$ cat src/rtl/apb_slave.sv
// APB slave front-end over a 16 x 32-bit register memory (instance `mem`).
// Define APB_WAIT_STATE_EN to insert WAIT_CYCLES wait states per transfer.

module apb_slave_mem #(
  parameter int ADDR_W = 4,
  parameter int DATA_W = 32
) (
  input  logic              clk,
  input  logic              rst,
  input  logic              req_valid_i,
  input  logic              req_rnw_i,
  input  logic [ADDR_W-1:0] req_addr_i,
  input  logic [DATA_W-1:0] req_wdata_i,
  output logic [DATA_W-1:0] req_rdata_o
);

  logic [DATA_W-1:0] mem [0:(1<<ADDR_W)-1];

  // NOTE: the array is small and must read back as zero after reset, so every
  // word is cleared explicitly; this keeps it in flops rather than a RAM macro.
  always_ff @(posedge clk) begin
    if (rst) begin
      for (int i = 0; i < (1 << ADDR_W); i++) mem[i] <= '0;
    end else if (req_valid_i && !req_rnw_i) begin
      mem[req_addr_i] <= req_wdata_i;
    end
  end

  assign req_rdata_o = mem[req_addr_i];

endmodule

module apb_slave #(
  parameter int ADDR_W      = 4,
  parameter int DATA_W      = 32,
  parameter int WAIT_CYCLES = 2
) (
  input  logic              clk,
  input  logic              rst,
  input  logic              psel_i,
  input  logic              penable_i,
  input  logic [ADDR_W-1:0] paddr_i,
  input  logic              pwrite_i,
  input  logic [DATA_W-1:0] pwdata_i,
  output logic [DATA_W-1:0] prdata_o,
  output logic              pready_o
);

  localparam logic [1:0] IDLE   = 2'd0;
  localparam logic [1:0] SETUP  = 2'd1;
  localparam logic [1:0] ACCESS = 2'd2;
  localparam logic [1:0] DONE   = 2'd3;

  logic [1:0]        state_q, state_d;
  logic [ADDR_W-1:0] addr_q;
  logic              write_q;
  logic [DATA_W-1:0] wdata_q;
  logic [DATA_W-1:0] prdata_q;
  logic [DATA_W-1:0] mem_rdata;
  logic [ADDR_W-1:0] mem_addr;
  logic              cnt_zero;
  logic              read_load;
  logic              complete;

`ifdef APB_WAIT_STATE_EN
  logic [3:0] cnt_q;

  always_ff @(posedge clk) begin
    if (rst) begin
      cnt_q <= '0;
    end else if (state_q == SETUP && psel_i && penable_i) begin
      cnt_q <= 4'(WAIT_CYCLES);
    end else if (state_q == ACCESS && !psel_i) begin
      cnt_q <= '0;
    end else if (state_q == ACCESS && cnt_q != '0) begin
      cnt_q <= cnt_q - 4'd1;
    end
  end

  assign cnt_zero  = (cnt_q == '0);
  // Read data is captured on the last wait edge so it is valid while pready_o is high.
  assign read_load = (state_q == ACCESS) && psel_i && (cnt_q == 4'd1) && !write_q;
`else
  // WAIT_CYCLES has no effect in the zero-wait build.
  logic unused_wait;
  assign unused_wait = ^WAIT_CYCLES;
  assign cnt_zero    = 1'b1;
  assign read_load   = (state_q == SETUP) && psel_i && penable_i && !pwrite_i;
`endif

  assign complete = (state_q == ACCESS) && cnt_zero && psel_i && penable_i;

  // The SETUP->ACCESS capture needs the address the master is presenting now,
  // since addr_q only picks it up at that same edge.
  assign mem_addr = (state_q == SETUP) ? paddr_i : addr_q;

  apb_slave_mem #(
    .ADDR_W (ADDR_W),
    .DATA_W (DATA_W)
  ) mem (
    .clk         (clk),
    .rst         (rst),
    .req_valid_i (complete),
    .req_rnw_i   (!write_q),
    .req_addr_i  (mem_addr),
    .req_wdata_i (wdata_q),
    .req_rdata_o (mem_rdata)
  );

  // NOTE: every output of this block gets a default first so no path leaves
  // state_d unassigned, which would otherwise infer a latch.
  always_comb begin
    state_d = state_q;
    unique case (state_q)
      IDLE:   if (psel_i && !penable_i) state_d = SETUP;
      SETUP: begin
        if (!psel_i)        state_d = IDLE;
        else if (penable_i) state_d = ACCESS;
      end
      ACCESS: begin
        if (!psel_i)       state_d = IDLE;
        else if (complete) state_d = DONE;
      end
      DONE: begin
        if (!psel_i)         state_d = IDLE;
        else if (!penable_i) state_d = SETUP;
      end
      default: state_d = IDLE;
    endcase
  end

  // NOTE: all state uses non-blocking assignments so every register samples
  // the pre-edge values regardless of statement order.
  always_ff @(posedge clk) begin
    if (rst) begin
      state_q  <= IDLE;
      addr_q   <= '0;
      write_q  <= 1'b0;
      wdata_q  <= '0;
      prdata_q <= '0;
    end else begin
      state_q <= state_d;
      if (state_q == SETUP) begin
        addr_q  <= paddr_i;
        write_q <= pwrite_i;
        wdata_q <= pwdata_i;
      end
      if (read_load) prdata_q <= mem_rdata;
    end
  end

  assign prdata_o = prdata_q;
  assign pready_o = (state_q != ACCESS) || cnt_zero;

endmodule

$ cat config.mk
export PLATFORM = sky130hd
export DESIGN_NAME = apb_slave
export DESIGN_NICKNAME = d
export VERILOG_FILES = /design/src/rtl/apb_slave.sv
export SDC_FILE = /design/constraint.sdc
export NUM_CORES = 1
export LEC_CHECK = 0
export ABC_AREA = 0
export CAP_MARGIN = 20
export CORE_UTILIZATION = 66
export DETAILED_ROUTE_END_ITERATION = 8
export GPL_ROUTABILITY_DRIVEN = 0
export PLACE_DENSITY = 0.85
export SYNTH_ARGS = -nofsm -noshare
export SYNTH_HDL_FRONTEND = slang
export SYNTH_HIERARCHICAL = 1
export SYNTH_SLANG_ARGS = --single-unit
$ cat constraint.sdc
create_clock -name clk -period 8.8 [get_ports clk]
set_clock_uncertainty 0.1 [all_clocks]
set_input_delay 1.32 -clock clk [delete_from_list [all_inputs] [get_ports clk]]
set_output_delay 1.32 -clock clk [all_outputs]
set_load 0.01 [all_outputs]
==> results by stage, run 1 <==
Timing:
- The final hold slack is 0.372 ns.
- The count of endpoints failing hold in the final timing report came to 0.
- The worst path in the final design needs a cycle of 4.40 ns, including I/O delays and setup.
- Setup violations remaining at the end of the flow were counted as 0.
- The final count of pins violating max slew is 0.
- The maximum clock frequency is 0.227 GHz.
- In this run the tightest slew margin relative to its limit is 0.255.
- The slew of the pin with the lowest slew margin is 1.12 ns.
- The ratio of final minimum period to clock period is 0.500.
- Setup repair after global routing left no endpoint under its margin.
- The setup total negative slack is 0 ns.

Worst setup path:
- The critical path arrival is 4.55 ns.
- The kind of critical path is input pin to register.
- The required time of the critical path is 8.95 ns.
- STA classifies the critical path startpoint as an input pin.
- The worst setup path is captured at a register.
- The peak fanout along the critical path is 52.
- For flop-to-flop paths, the worst setup slack is 4.59 ns.

Synth:
- The number of cells produced by synthesis is 1833.
- The synthesized-area fraction occupied by ao, oa, aoi and oai cells is 0.0311.
- The number of synthesized flops with an enable pin is 512.
- The share of synthesized area occupied by flip-flops and latches is 0.673.
- The synthesized netlist contains 28 unique library cells.
- The number of warnings printed during yosys synthesis is 6.
- The simple-gate share of the synthesized area is 0.138.
- After synthesis, the largest family of logic cells by area is simple AND/OR/NAND/NOR gates.
- When the netlist entered floorplanning its net count stood at 1874.
- Of all flip-flops after synthesis, the portion carrying an async set or reset was 0.
- The xor and xnor area share after synthesis is 0.
- The cell area after synthesis is 25000 sq um.
- In the synthesized netlist the dominant register cell turns out to be sky130_fd_sc_hd__edfxtp_1.
- The mux contribution to synthesized area is 0.131.
- Averaged over all synthesized cells, the footprint is 13.6 sq um.
- The number of synthesized register bits is 583.
- Of the total synthesized cell area, the portion taken by full adders, half adders and majority gates is 0.

Layout:
- In the layout the commonest cells are sky130_fd_sc_hd__nor2_1 (514), sky130_fd_sc_hd__edfxtp_1 (512), sky130_fd_sc_hd__nand2_1 (227).
- The layout-stage area growth over the synthesis result is 11.5%.
- The most common cell after layout, fill and taps aside is sky130_fd_sc_hd__nor2_1.
- The final layout net count is 1893.
- With fillers left out, the area of the finished cells amounts to 27800 sq um.
- Of the cells placed in the final design, the portion with a size suffix greater than 1 is 0.156.

Detailed routing:
- The remaining antenna violation count is 0.
- The routed wire length per instance is 25.9 microns.
- The detailed-route vias per instance is 6.50.
- The via count of the routed design is 15600.
- The residual DRC count is 0.
- Before antenna repair, the detailed router went through 6 iterations.
- The violation count after the first detailed-routing iteration is 1959.
- The routed wire length is 62.3 mm.

Clock network:
- The CTS tree is done.
- The number of buffers on the longest clock path is 3.
- The clock latency at the later pin of the worst-skew pair is 0.61 ns.
- The total clock buffers created by CTS is 56.
- The clock drives 583 sinks.
- The root buffer cell chosen for the clock tree is sky130_fd_sc_hd__clkbuf_16.
- In this run, post-CTS hold repair placed 0 buffers.
- CTS built an H-tree with a depth of 2.
- The number of post-CTS setup repair buffers is 0.
- Clock-pin slew was measured on the worst setup and hold paths at 0.06 ns.
- Once the clock tree was built, the resizer swapped 0 gates to a different size.

GRT:
- The met3 usage in global routing is 0.0621.
- The met1 demand-to-capacity share in global routing is 0.429.
- After global routing, the most crowded layer is met2.
- The met2 routing resource usage after global routing is 0.550.
- The residual overflow from global routing is 0.
- The pin count of the biggest net entering global routing is 129.
- The first global-routing pass estimated 93.6 mm of wire.
- The via count of the first global-routing pass is 16100.
- The number of antenna violations at the first check in global routing came to 0.
- The total global-route track usage is 0.333.

Floorplan:
- The number of placed I/O pins is 74.
- The die is 196 microns tall.
- The die covers 38600 sq um.
- The overall die width is 196 microns.
- The area of the placeable core is 36900 sq um.
- After floorplanning, the core was divided into 70 placement rows.
- For this configuration, the core starts out at a cell density of 0.677.

Place:
- During placement, the flow inserted port buffers numbering 72.
- Once detailed placement completed, the half-perimeter wirelength came to 33.6 mm.
- In this run the cell area measured after placement is 26000 sq um.

Pwr:
- The power density over the cells is 213 nW/um^2.
- The total power of the final layout is 5920 uW.
- IR analysis of the VDD net gives a maximum drop of 0.000146 V.
- The analysis attributes to cell leakage a power of 0.00883 uW.

Run status:
- The flow ran to the end, and the final reports show no timing, DRC or antenna violations.

Hold path:
- In this run the worst hold path is classified as register to register.

Flow run:
- The max-cap check violation count is 0.
## where the power goes
part	total (uW)	leakage (uW)	switching, uW	internal [uW]
clock network	2440	0.000919	1020	1420
logic	358	0.00206	216	142
registers	3120	0.00586	37.0	3080
total	5920	0.00883	1270	4650
## metrics by stage
| step | setup WS [ns] | util | std cells |
|---|---|---|---|
| final | 4.40 | 0.755 | 2404 |
| after floorplan | 5.27 | - | 1833 |
| after global routing | 4.24 | 0.755 | 2403 |
| after CTS | 4.40 | 0.755 | 2403 |
| after detailed placement | 3.82 | 0.704 | 2298 |
| after global placement | 3.88 | 0.704 | 2298 |
## sequential cells by signal, indices dropped and copies added, names as in the netlist
name,flops
addr_q,4
mem/mem,512
prdata_o,32
state_q,2
wdata_q,32
write_q,1
## cells by family after synthesis
kind of cell,after synthesis
buf+inv,142
flops,583
other cells,1
mux,165
simple gates,828
compound gates,114
## routing by layer
| metal | wire, microns | vias up | share of wire |
|---|---|---|---|
| li1 | - | 6609 | - |
| met1 | 20900 | 7682 | 0.33 |
| met2 | 30900 | 1138 | 0.50 |
| met3 | 7760 | 202 | 0.12 |
| met4 | 2810 | 0 | 0.045 |
| met5 | 0 | - | 0 |
## final timing paths
check,start,endpoint,cells past startpoint
hold reg to reg,write_q,write_q,2
setup reg to reg,state_q[0],mem/mem[13][20],6
setup / recovery,paddr_i[0],mem/mem[0][9],6
hold / removal,write_q,write_q,2
## cells in the mapped netlist (2+ instances only)
master                       n  area, sq um
sky130_fd_sc_hd__nor2_1    515         1930
sky130_fd_sc_hd__edfxtp_1  512        15400
sky130_fd_sc_hd__nand2_1   229          860
sky130_fd_sc_hd__mux4_2    128         2880
sky130_fd_sc_hd__dfxtp_1    71         1420
sky130_fd_sc_hd__clkbuf_1   65          244
sky130_fd_sc_hd__a22oi_1    64          480
sky130_fd_sc_hd__buf_2      40          200
sky130_fd_sc_hd__nand2b_1   35          219
sky130_fd_sc_hd__a21oi_1    34          170
sky130_fd_sc_hd__or2b_2     34          298
sky130_fd_sc_hd__mux2i_1    33          330
sky130_fd_sc_hd__buf_1      17         63.8
sky130_fd_sc_hd__a21o_1     12         90.1
sky130_fd_sc_hd__buf_4      11         82.6
sky130_fd_sc_hd__nor2b_1     9         56.3
sky130_fd_sc_hd__buf_6       7         78.8
sky130_fd_sc_hd__a31o_2      4         35.0
sky130_fd_sc_hd__mux2_1      3         33.8
sky130_fd_sc_hd__and2_1      2         12.5
## final cells by class
| cell class | count | area, sq um |
|---|---|---|
| Sequential cell | 583 | 16800 |
| Fill cell | 2144 | 9040 |
| Multi-Input combinational cell | 1108 | 7580 |
| Clock buffer | 83 | 1620 |
| Timing Repair Buffer | 102 | 943 |
| Tap cell | 504 | 631 |
| Clock inverter | 22 | 249 |
| Inverter | 1 | 3.75 |
| Antenna cell | 1 | 2.50 |
## worst max-delay path, cell delays in order
cell and delay, ns:
sky130_fd_sc_hd__clkdlybuf4s50_1 0.45, sky130_fd_sc_hd__mux2_8 0.54, sky130_fd_sc_hd__nor4b_2 0.81, sky130_fd_sc_hd__nor2b_1 0.35, sky130_fd_sc_hd__a21o_1 0.54, sky130_fd_sc_hd__buf_4 0.49
No activity file was read; power rests on OpenSTA's default activity.
==> run 2: changes to the inputs <==
--- a/config.mk
+++ b/config.mk
@@ -7,10 +7,10 @@
 export LEC_CHECK = 0
 export ABC_AREA = 0
 export CAP_MARGIN = 20
-export CORE_UTILIZATION = 66
+export CORE_UTILIZATION = 56
 export DETAILED_ROUTE_END_ITERATION = 8
 export GPL_ROUTABILITY_DRIVEN = 0
-export PLACE_DENSITY = 0.85
+export PLACE_DENSITY = 0.76
 export SYNTH_ARGS = -nofsm -noshare
 export SYNTH_HDL_FRONTEND = slang
 export SYNTH_HIERARCHICAL = 1
==> constraint.sdc (replaced) <==
create_clock -name clk -period 4 [get_ports clk]
set_clock_uncertainty 0.1 [all_clocks]
set_input_delay 0.6 -clock clk [delete_from_list [all_inputs] [get_ports clk]]
set_output_delay 0.6 -clock clk [all_outputs]
set_load 0.01 [all_outputs]
==> run 2 against run 1 <==
Effect of this change:
- flip-flop and latch count unchanged
- worst hold slack gained 0.0017 ns
- combinational power grew 130%
- clock-buffer cell count is 5 higher
- worst setup slack worse by 3.5 ns
==> results by stage, run 2 (synthesis results as in run 1) <==
Run status:
- The flow ran to the end, and the final reports show no timing, DRC or antenna violations.

Hold path:
- The number of instances on the worst hold path is 2 (unchanged).
- In this run the worst hold path is classified as register to register.

GRT:
- The total global-route track usage was 0.293 (-0.0398).
- The residual overflow from global routing is 0 (unchanged).
- The wire length of the first global-routing pass is 96.3 mm (+2.8%).
- The via count of the first global-routing pass is 15800 (-1.6%).
- The number of antenna violations at the first check in global routing is 0 (unchanged).
- The pin count of the biggest net entering global routing is 67 (-48%).

Pwr:
- The net switching power of the design is 2770 uW (+120%).
- The leakage power is 0.00915 uW (+3.6%).
- The portion of total power attributed to the clock network is 0.408 (-0.004).
- The sequential fraction of design power came to 0.528 (about the same).
- The power share of the combinational group is 0.064 (+0.003).
- The internal power contribution is 10200 uW (+120%).
- The switching fraction of total power is 0.213 (-0.00148).
- The worst-case vdd ir drop is 0.000364 V (+150%).
- The power density over the cells is 456 nW/um^2 (+110%).

Detailed routing:
- The detailed-route vias per instance is 6.21 (-4.6%).
- The remaining antenna violation count was 0 (unchanged).
- The violation count after the first detailed-routing iteration is 1822 (-7.0%).
- The routed wire length is 63.9 mm (+2.6%).
- The first-pass iteration count of the detailed router is 6 (unchanged).
- The routed wire length per instance is 25.3 microns (-2.5%).
- The via count of the routed design is 15700 (+0.37%).
- The residual DRC count is 0 (unchanged).

Worst setup path:
- The worst reg2reg path depth is 9 (+3).
- The critical path arrival was 3.57 ns (-0.98 ns).
- The worst setup path is captured at a register.
- The category of the worst setup path launch point is a register.
- The required time of the critical path was 4.42 ns (-4.53 ns).
- The peak fanout along the critical path was 20 (-62%).
- The kind of critical path is register to register.

Floorplan:
- The number of placed I/O pins came to 74 (unchanged).
- The initial core utilization came to 0.573 (-0.104).
- The area of the placeable core is 43600 sq um (+18%).
- The placement row count is 76 (+8.6%).
- The overall die width was 213 microns (+8.5%).
- The area of the die was 45400 sq um (+18%).
- The die height is 213 microns (+8.5%).

Layout:
- The antenna cell count is 0 (-1).
- The register name with the most flops is mem/mem.
- The fraction of final layout cells with drive strength greater than 1 is 0.174 (+0.0176).
- The final core utilization is 0.653 (-0.101).
- The most common cell after layout, fill and taps aside is sky130_fd_sc_hd__nor2_1.
- The final layout net count is 1938 (+2.4%).
- From synthesis to final layout, the design area changed by 14.0%.
- The library cells used most frequently in the layout, excluding fill and tap cells, are sky130_fd_sc_hd__nor2_1 (514), sky130_fd_sc_hd__edfxtp_1 (512), sky130_fd_sc_hd__nand2_1 (227).
- The flip-flop count of the largest register, all copies and words added was 512 (unchanged).

Clock network:
- The clock tree root driver cell is sky130_fd_sc_hd__clkbuf_16.
- The level count of the clock H-tree is 2 (unchanged).
- The number of sinks on the clock net is 583 (unchanged).
- The number of buffers on the longest clock path was 3 (unchanged).
- The post-cts repair resize count is 0 (unchanged).
- The clock latency at the later pin of the worst-skew pair is 0.61 ns (about the same).
- The CTS tree is done.
- The hold buffer count at CTS came to 0 (unchanged).
- The total clock buffers created by CTS is 57 (+1.8%).
- The number of post-CTS setup repair buffers was 0 (unchanged).
- The clock-pin transition on the worst setup and hold timing paths is 0.06 ns (about the same).

Place:
- The number of input and output port buffers inserted is 72 (unchanged).
- The estimated wirelength of the detail-placed design is 36.6 mm (+9.1%).
- The worst-case setup slack after placement is 0.568 ns (-3.25 ns).

Timing:
- The count of endpoints failing hold in the final timing report came to 0 (unchanged).
- The number of failing setup endpoints in the final timing report was 0 (unchanged).
- For this run, the top clock speed supported by timing is 0.318 GHz.
- The slew of the pin with the lowest slew margin came to 0.814 ns (-0.303 ns).
- The relative max-transition margin is 0.457 (+0.202).
- The minimum period implied by the final worst setup slack is 3.14 ns.
- The final worst slack is 0.855 ns (-3.54 ns).
- The setup total negative slack was 0 ns (unchanged).
- The final count of pins violating max slew was 0 (unchanged).
- Setup repair after global routing left no endpoint under its margin.
- Of the available clock period, the critical path in the final layout requires 0.786.

Flow run:
- The max-cap check violation count was 0 (unchanged).
==> run 2: power by group through the flow <==
stage               combinational [uW]  clock [uW]  sequential [uW]
floorplan                          521           0             6950
CTS                                828        5340             6860
global placement                   813           0             6970
detailed placement                 823           0             6990
global route                       875        5570             6870
finish                             830        5300             6860
==> run 2: layer usage <==
| metal | track usage | share of wire | up-vias |
|---|---|---|---|
| met5 | 0 | 0 | - |
| met4 | 0.108 | 0.032 | 0 |
| met3 | 0.0590 | 0.12 | 138 |
| met2 | 0.470 | 0.47 | 1010 |
| met1 | 0.399 | 0.38 | 7830 |
| li1 | - | - | 6711 |
==> run 2: through the flow <==
stage | hold WS, ns | area [sq um] | power (uW) | cells
6_report | 0.374 | 28500 | 13000 | 2528
5_1_grt | 0.397 | 28500 | 13300 | 2528
4_1_cts | 0.376 | 28500 | 13000 | 2528
3_5_place_dp | 0.367 | 26600 | 7810 | 2423
3_3_place_gp | 0.350 | 26600 | 7790 | 2423
2_1_floorplan | 0.336 | 25000 | 7470 | 1833
==> run 2: critical path: stages (launching register included) <==
cell	delay [ns]
sky130_fd_sc_hd__dfxtp_1	0.38
sky130_fd_sc_hd__nor2b_4	0.23
sky130_fd_sc_hd__buf_4	0.23
sky130_fd_sc_hd__mux2_2	0.45
sky130_fd_sc_hd__nor2_4	0.57
sky130_fd_sc_hd__buf_4	0.42
sky130_fd_sc_hd__a22oi_1	0.15
sky130_fd_sc_hd__nand2_1	0.08
sky130_fd_sc_hd__or2b_2	0.29
sky130_fd_sc_hd__mux2i_1	0.14
==> run 2: path summary, 6_finish.rpt <==
kind / end / start / slack (ns)
worst max-delay path: prdata_o[27] / state_q[0] / 0.86
worst min-delay path: write_q / write_q / 0.37
worst max register to register: prdata_o[27] / state_q[0] / 0.86
worst min register to register: write_q / write_q / 0.37
==> run 2: area by class of cell <==
type | count | area, sq um
Clock buffer | 88 | 1650
Clock inverter | 17 | 184
Fill cell | 3118 | 15100
Inverter | 1 | 3.75
Multi-Input combinational cell | 1108 | 7560
Sequential cell | 583 | 16800
Tap cell | 585 | 732
Timing Repair Buffer | 146 | 1520
==> edit 1 (config.mk and constraints of run 2) <==
Build with the macro `APB_WAIT_STATE_EN` defined.
--- a/src/rtl/apb_slave.sv
+++ b/src/rtl/apb_slave.sv
@@ -2,2 +2,4 @@
 // Define APB_WAIT_STATE_EN to insert WAIT_CYCLES wait states per transfer.
+
+`define APB_WAIT_STATE_EN
 
Check against the original RTL: not equivalent (Yosys sat finds a counterexample within 4 cycles, from zero or initial values and one cycle with rst high).
==> edit 1 against run 2 <==
Sequential cell count rose by 4; sequential share of layout area rose by 0.55 points; critical endpoint is now prdata_o[7]; synthesized area fell by 0.18%; worst hold slack got worse by 0.058 ns; power fell by 1.7%; largest cell class unchanged; design area fell by 0.46%; setup slack got worse by 0.28 ns; wire length rose by 3.0%; critical path type unchanged; via count rose by 2.8%.
==> edit 1: results (changes against run 2) <==
- The flow ran to the end, and the final reports show no timing, DRC or antenna violations.
- The tightest slew margin relative to the limit is 0.410 (-0.0469).
- The first-iteration detailed-routing DRC count is 1846 (+1.3%).
- The maximum number of pins on one net before global-route repair is 68 (+1.5%).
- The largest fanout of any net on the critical path is 28 (+40%).
- The post-detailed-placement half-perimeter wirelength was 37.5 mm (+2.4%).
- The fraction of layout instances using a drive strength above 1 is 0.154 (-0.0198).
- The part of the Yosys area used for sequential elements is 0.677 (+0.00443).
- The yosys synthesis warning count was 6 (unchanged).
- The maximum vdd ir drop is 0.355 mV (-2.7%).
- The per-cell routed wire length is 25.7 um (+1.8%).
- The layout filler cell count is 3088 (-0.96%).
- The number of flip-flops in the largest register was 512 (unchanged).
- In this run the critical register-to-register path is launched from state_q[1].
- The number of distinct standard cells referenced by the synthesized netlist is 38 (+36%).
- The number of vias in the routed layout was 16125 (+2.8%).
- The leakage power summed over all cells is 9.07 nW (-0.93%).
- The number of nets in the final layout is 1966 (+1.4%).
- In this run the worst hold path is classified as in -> reg.
- After synthesis, the most frequently instantiated cells are sky130_fd_sc_hd__nor2_1, sky130_fd_sc_hd__edfxtp_1, sky130_fd_sc_hd__nand2_1.
- After synthesis, the cell types taking the most area are sky130_fd_sc_hd__edfxtp_1, sky130_fd_sc_hd__mux4_2, sky130_fd_sc_hd__nor2_1, sky130_fd_sc_hd__dfxtp_1, sky130_fd_sc_hd__nand2_1.
- The worst path arrival time is 3.85 ns (+0.28 ns).
- The via count of the first global-routing pass came to 16333 (+3.2%).
- The clock latency at the later pin of the worst-skew pair is 0.63 ns (+0.02 ns).
- The initial antenna violation count is 1 (+1).
- The startpoint of the tightest hold check path is rst.
- The wire length of the first global-routing pass is 98.1 mm (+1.9%).
- The delay of the slowest cell on the worst path is 0.52 ns (-0.05 ns).
- The synthesized netlist net count was 1912 (+2.0%).
- The overall routing resource usage is 0.300 (+0.00671).
- The count of input and output buffers is 73 (+1.4%).
- The setup slack after placement came to 0.660 ns (+0.0923 ns).
- The kind of cell adding the most delay to the critical path is simple AND/OR/NAND/NOR gates.
-- edit 1: cell types whose count changed after synthesis, sizes merged, moves of 4 or more --
cell,delta
or2b,-34
clkbuf,+9
a21oi,+36
dfxtp,+4
o21ai,+35
mux2i,-33
nand2b,-30
nand3,+32
-- edit 1: final timing paths --
kind	end	slack, ns	depth (start not counted)
worst max register to register	prdata_o[7]	0.58	9
worst min-delay path	addr_q[1]	0.32	2
worst max-delay path	prdata_o[7]	0.58	9
worst min register to register	prdata_o[10]	0.39	2
-- edit 1: where the power goes --
part / switching (mW) / total [mW] / internal, mW
Clock: 2.25 / 5.08 / 2.83
Combinational: 0.471 / 0.793 / 0.322
Sequential: 0.0784 / 6.90 / 6.82
-- edit 1: cells by family (layout without fill, tap and decap cells) --
| group | after synthesis | in the layout | synth area share |
|---|---|---|---|
| AO/OA/AOI/OAI | 187 | 187 | 0.0460 |
| adder cells (fa/ha/maj) | 2 | 2 | 0.00100 |
| buffers and inverters | 152 | 255 | 0.0291 |
| flip-flops | 587 | 587 | 0.677 |
| multiplexers | 132 | 132 | 0.118 |
| AND/OR/NAND/NOR | 809 | 809 | 0.129 |
-- edit 1: through the flow --
stage	std cells	area, um^2
final	2557	28300
after global routing	2557	28300
after CTS	2557	28300
after detailed placement	2449	26600
after global placement	2449	26600
after floorplan	1869	24900
-- edit 1: cell type report --
class	instances	area, um^2	area share
multi-input combinational	1130	7410	0.262
timing repair buffer	143	1530	0.0540
clock buffer	92	1660	0.0585
sequential	587	16900	0.596
clock inverter	16	105	0.00371
inverter	4	15.0	0.000530
tap	585	732	0.0258
-- edit 1: routing by layer --
layer  GRT usage  wire length (um)
met2       0.492             32100
met4       0.113              2320
met5           0                 0
met1       0.400             23600
met3      0.0572              7830
==> edit 2 (flow settings as in run 2) <==
Made on the original files. `ADDR_W` is set to 4 in 2 places; all go to 3.
--- a/src/rtl/apb_slave.sv
+++ b/src/rtl/apb_slave.sv
@@ -4,3 +4,3 @@
 module apb_slave_mem #(
-  parameter int ADDR_W = 4,
+  parameter int ADDR_W = 3,
   parameter int DATA_W = 32
@@ -33,3 +33,3 @@
 module apb_slave #(
-  parameter int ADDR_W      = 4,
+  parameter int ADDR_W      = 3,
   parameter int DATA_W      = 32,
Ports: changed (resized paddr_i); port bits go from 74 to 73. No check against the original RTL was run, so the function may have changed too.
==> edit 2 against run 2 <==
Clock power decreased by 43%; final cell count decreased by 43%; via count is 48% lower; sequential cell count down 257; count of clock-buffer cells in the layout fell by 37; setup slack improved by 0.20 ns; non-clock buffer count fell by 44; global-route usage decreased by 4.8 points; design area fell by 42%; synthesized area decreased by 43%; first-iteration DRC count down 63%; power is 44% lower; wire length fell by 52%; largest cell class unchanged.
==> edit 2: results (changes against run 2) <==
- The part of the Yosys area used for sequential elements came to 0.635 (-0.0382).
- The layout multi-input combinational cell count is 611 (-45%).
- The flip-flop and latch count after synthesis is 326 (-44%).
- The count of input and output buffers is 71 (-1.4%).
- The multiplexer share of the synthesized area is 0.142 (+0.0112).
- The destination of the worst hold path is prdata_o[31].
- The final-layout clock-cell area share came to 0.0646 (about the same).
- The global-route met1 utilization is 0.333 (-0.0667).
- The detail-routed via count per cell came to 5.68 (-8.5%).
- The reg-to-reg endpoint is mem/mem[5][13].
- The delay of the slowest cell on the worst path is 0.81 ns (+0.24 ns).
- The first-pass detailed-route iteration total came to 5 (-1).
- The share of final layout cell area taken by non-clock buffers was 0.0594 (+0.00585).
- The met1 wire length is 12.5 mm (-48%).
- The fraction of layout instances using a drive strength above 1 is 0.192 (+0.0182).
- The met2 usage is 0.409 (-0.0616).
- The overall routed net length is 30.7 mm (-52%).
- The layout filler cell count was 1864 (-40%).
- The number of flip-flops in the largest register was 256 (-50%).
- The area of placed instances is 0.0154 mm^2 (-42%).
- The total of clock buffers placed in the layout is 51 (-42%).
- The number of buffers outside the clock class in the layout is 102 (-30%).
- The clock latency at the later pin of the worst-skew pair was 0.50 ns (-0.11 ns).
- The area of the die came to 0.0262 mm^2 (-42%).
- The final worst hold slack came to 0.374 ns (+0.000213 ns).
- The synthesized netlist net count is 1047 (-44%).
- The run finished with clean final reports.
- The worst path arrival time is 2.96 ns (-0.61 ns).
- The via count of the first global-routing pass is 8420 (-47%).
- The commonest cells after synthesis are sky130_fd_sc_hd__and2_1, sky130_fd_sc_hd__edfxtp_1, sky130_fd_sc_hd__nand2_1.
- The cell total after placement came to 1372 (-43%).
- The setup slack after placement is 0.755 ns (+0.187 ns).
- The mean area per synthesized cell is 14.2 um^2 (+4.4%).
- The first-iteration detailed-routing DRC count came to 677 (-63%).
- The maximum number of pins on one net before global-route repair is 79 (+18%).
- The per-cell routed wire length is 21.4 um (-15%).
- The compound-cell area share of the yosys netlist is 0.0135 (-0.0175).
- The post-detailed-placement half-perimeter wirelength is 16.7 mm (-54%).
- The power density over the cells was 439 mW/mm^2 (-3.8%).
- For this design, the slowest cell found on the critical path is sky130_fd_sc_hd__or2_2.
- The met2 wire length is 15.1 mm (-50%).
- The count of cells along the worst register-to-register path is 5 (-4).
- The number of nets in the final layout is 1119 (-42%).
- The number of inverters outside the clock class in the layout came to 3 (+2).
- The met3 track utilization from global routing is 0.0396 (-0.0194).
[edit 2: cell types whose count changed in the layout (fill, tap and decap cells not counted), moves of 9 or more]
cell | run 2 | this run
sky130_fd_sc_hd__a22oi_1 | 64 | 0
sky130_fd_sc_hd__edfxtp_1 | 512 | 256
sky130_fd_sc_hd__nand2b_1 | 33 | 42
sky130_fd_sc_hd__mux2_2 | 1 | 23
sky130_fd_sc_hd__buf_12 | 20 | 3
sky130_fd_sc_hd__and2_1 | 1 | 256
sky130_fd_sc_hd__a21o_1 | 12 | 0
sky130_fd_sc_hd__buf_4 | 55 | 29
sky130_fd_sc_hd__mux4_2 | 128 | 63
sky130_fd_sc_hd__nor2_1 | 514 | 3
sky130_fd_sc_hd__nand2_1 | 227 | 99
sky130_fd_sc_hd__clkbuf_16 | 58 | 37
[edit 2: power by group]
group / leakage [nW] / switching [mW] / internal, mW
clock: 0.521 / 1.24 / 1.78
combinational: 2.09 / 0.219 / 0.204
sequential: 3.21 / 0.0482 / 3.74
total: 5.82 / 1.51 / 5.73
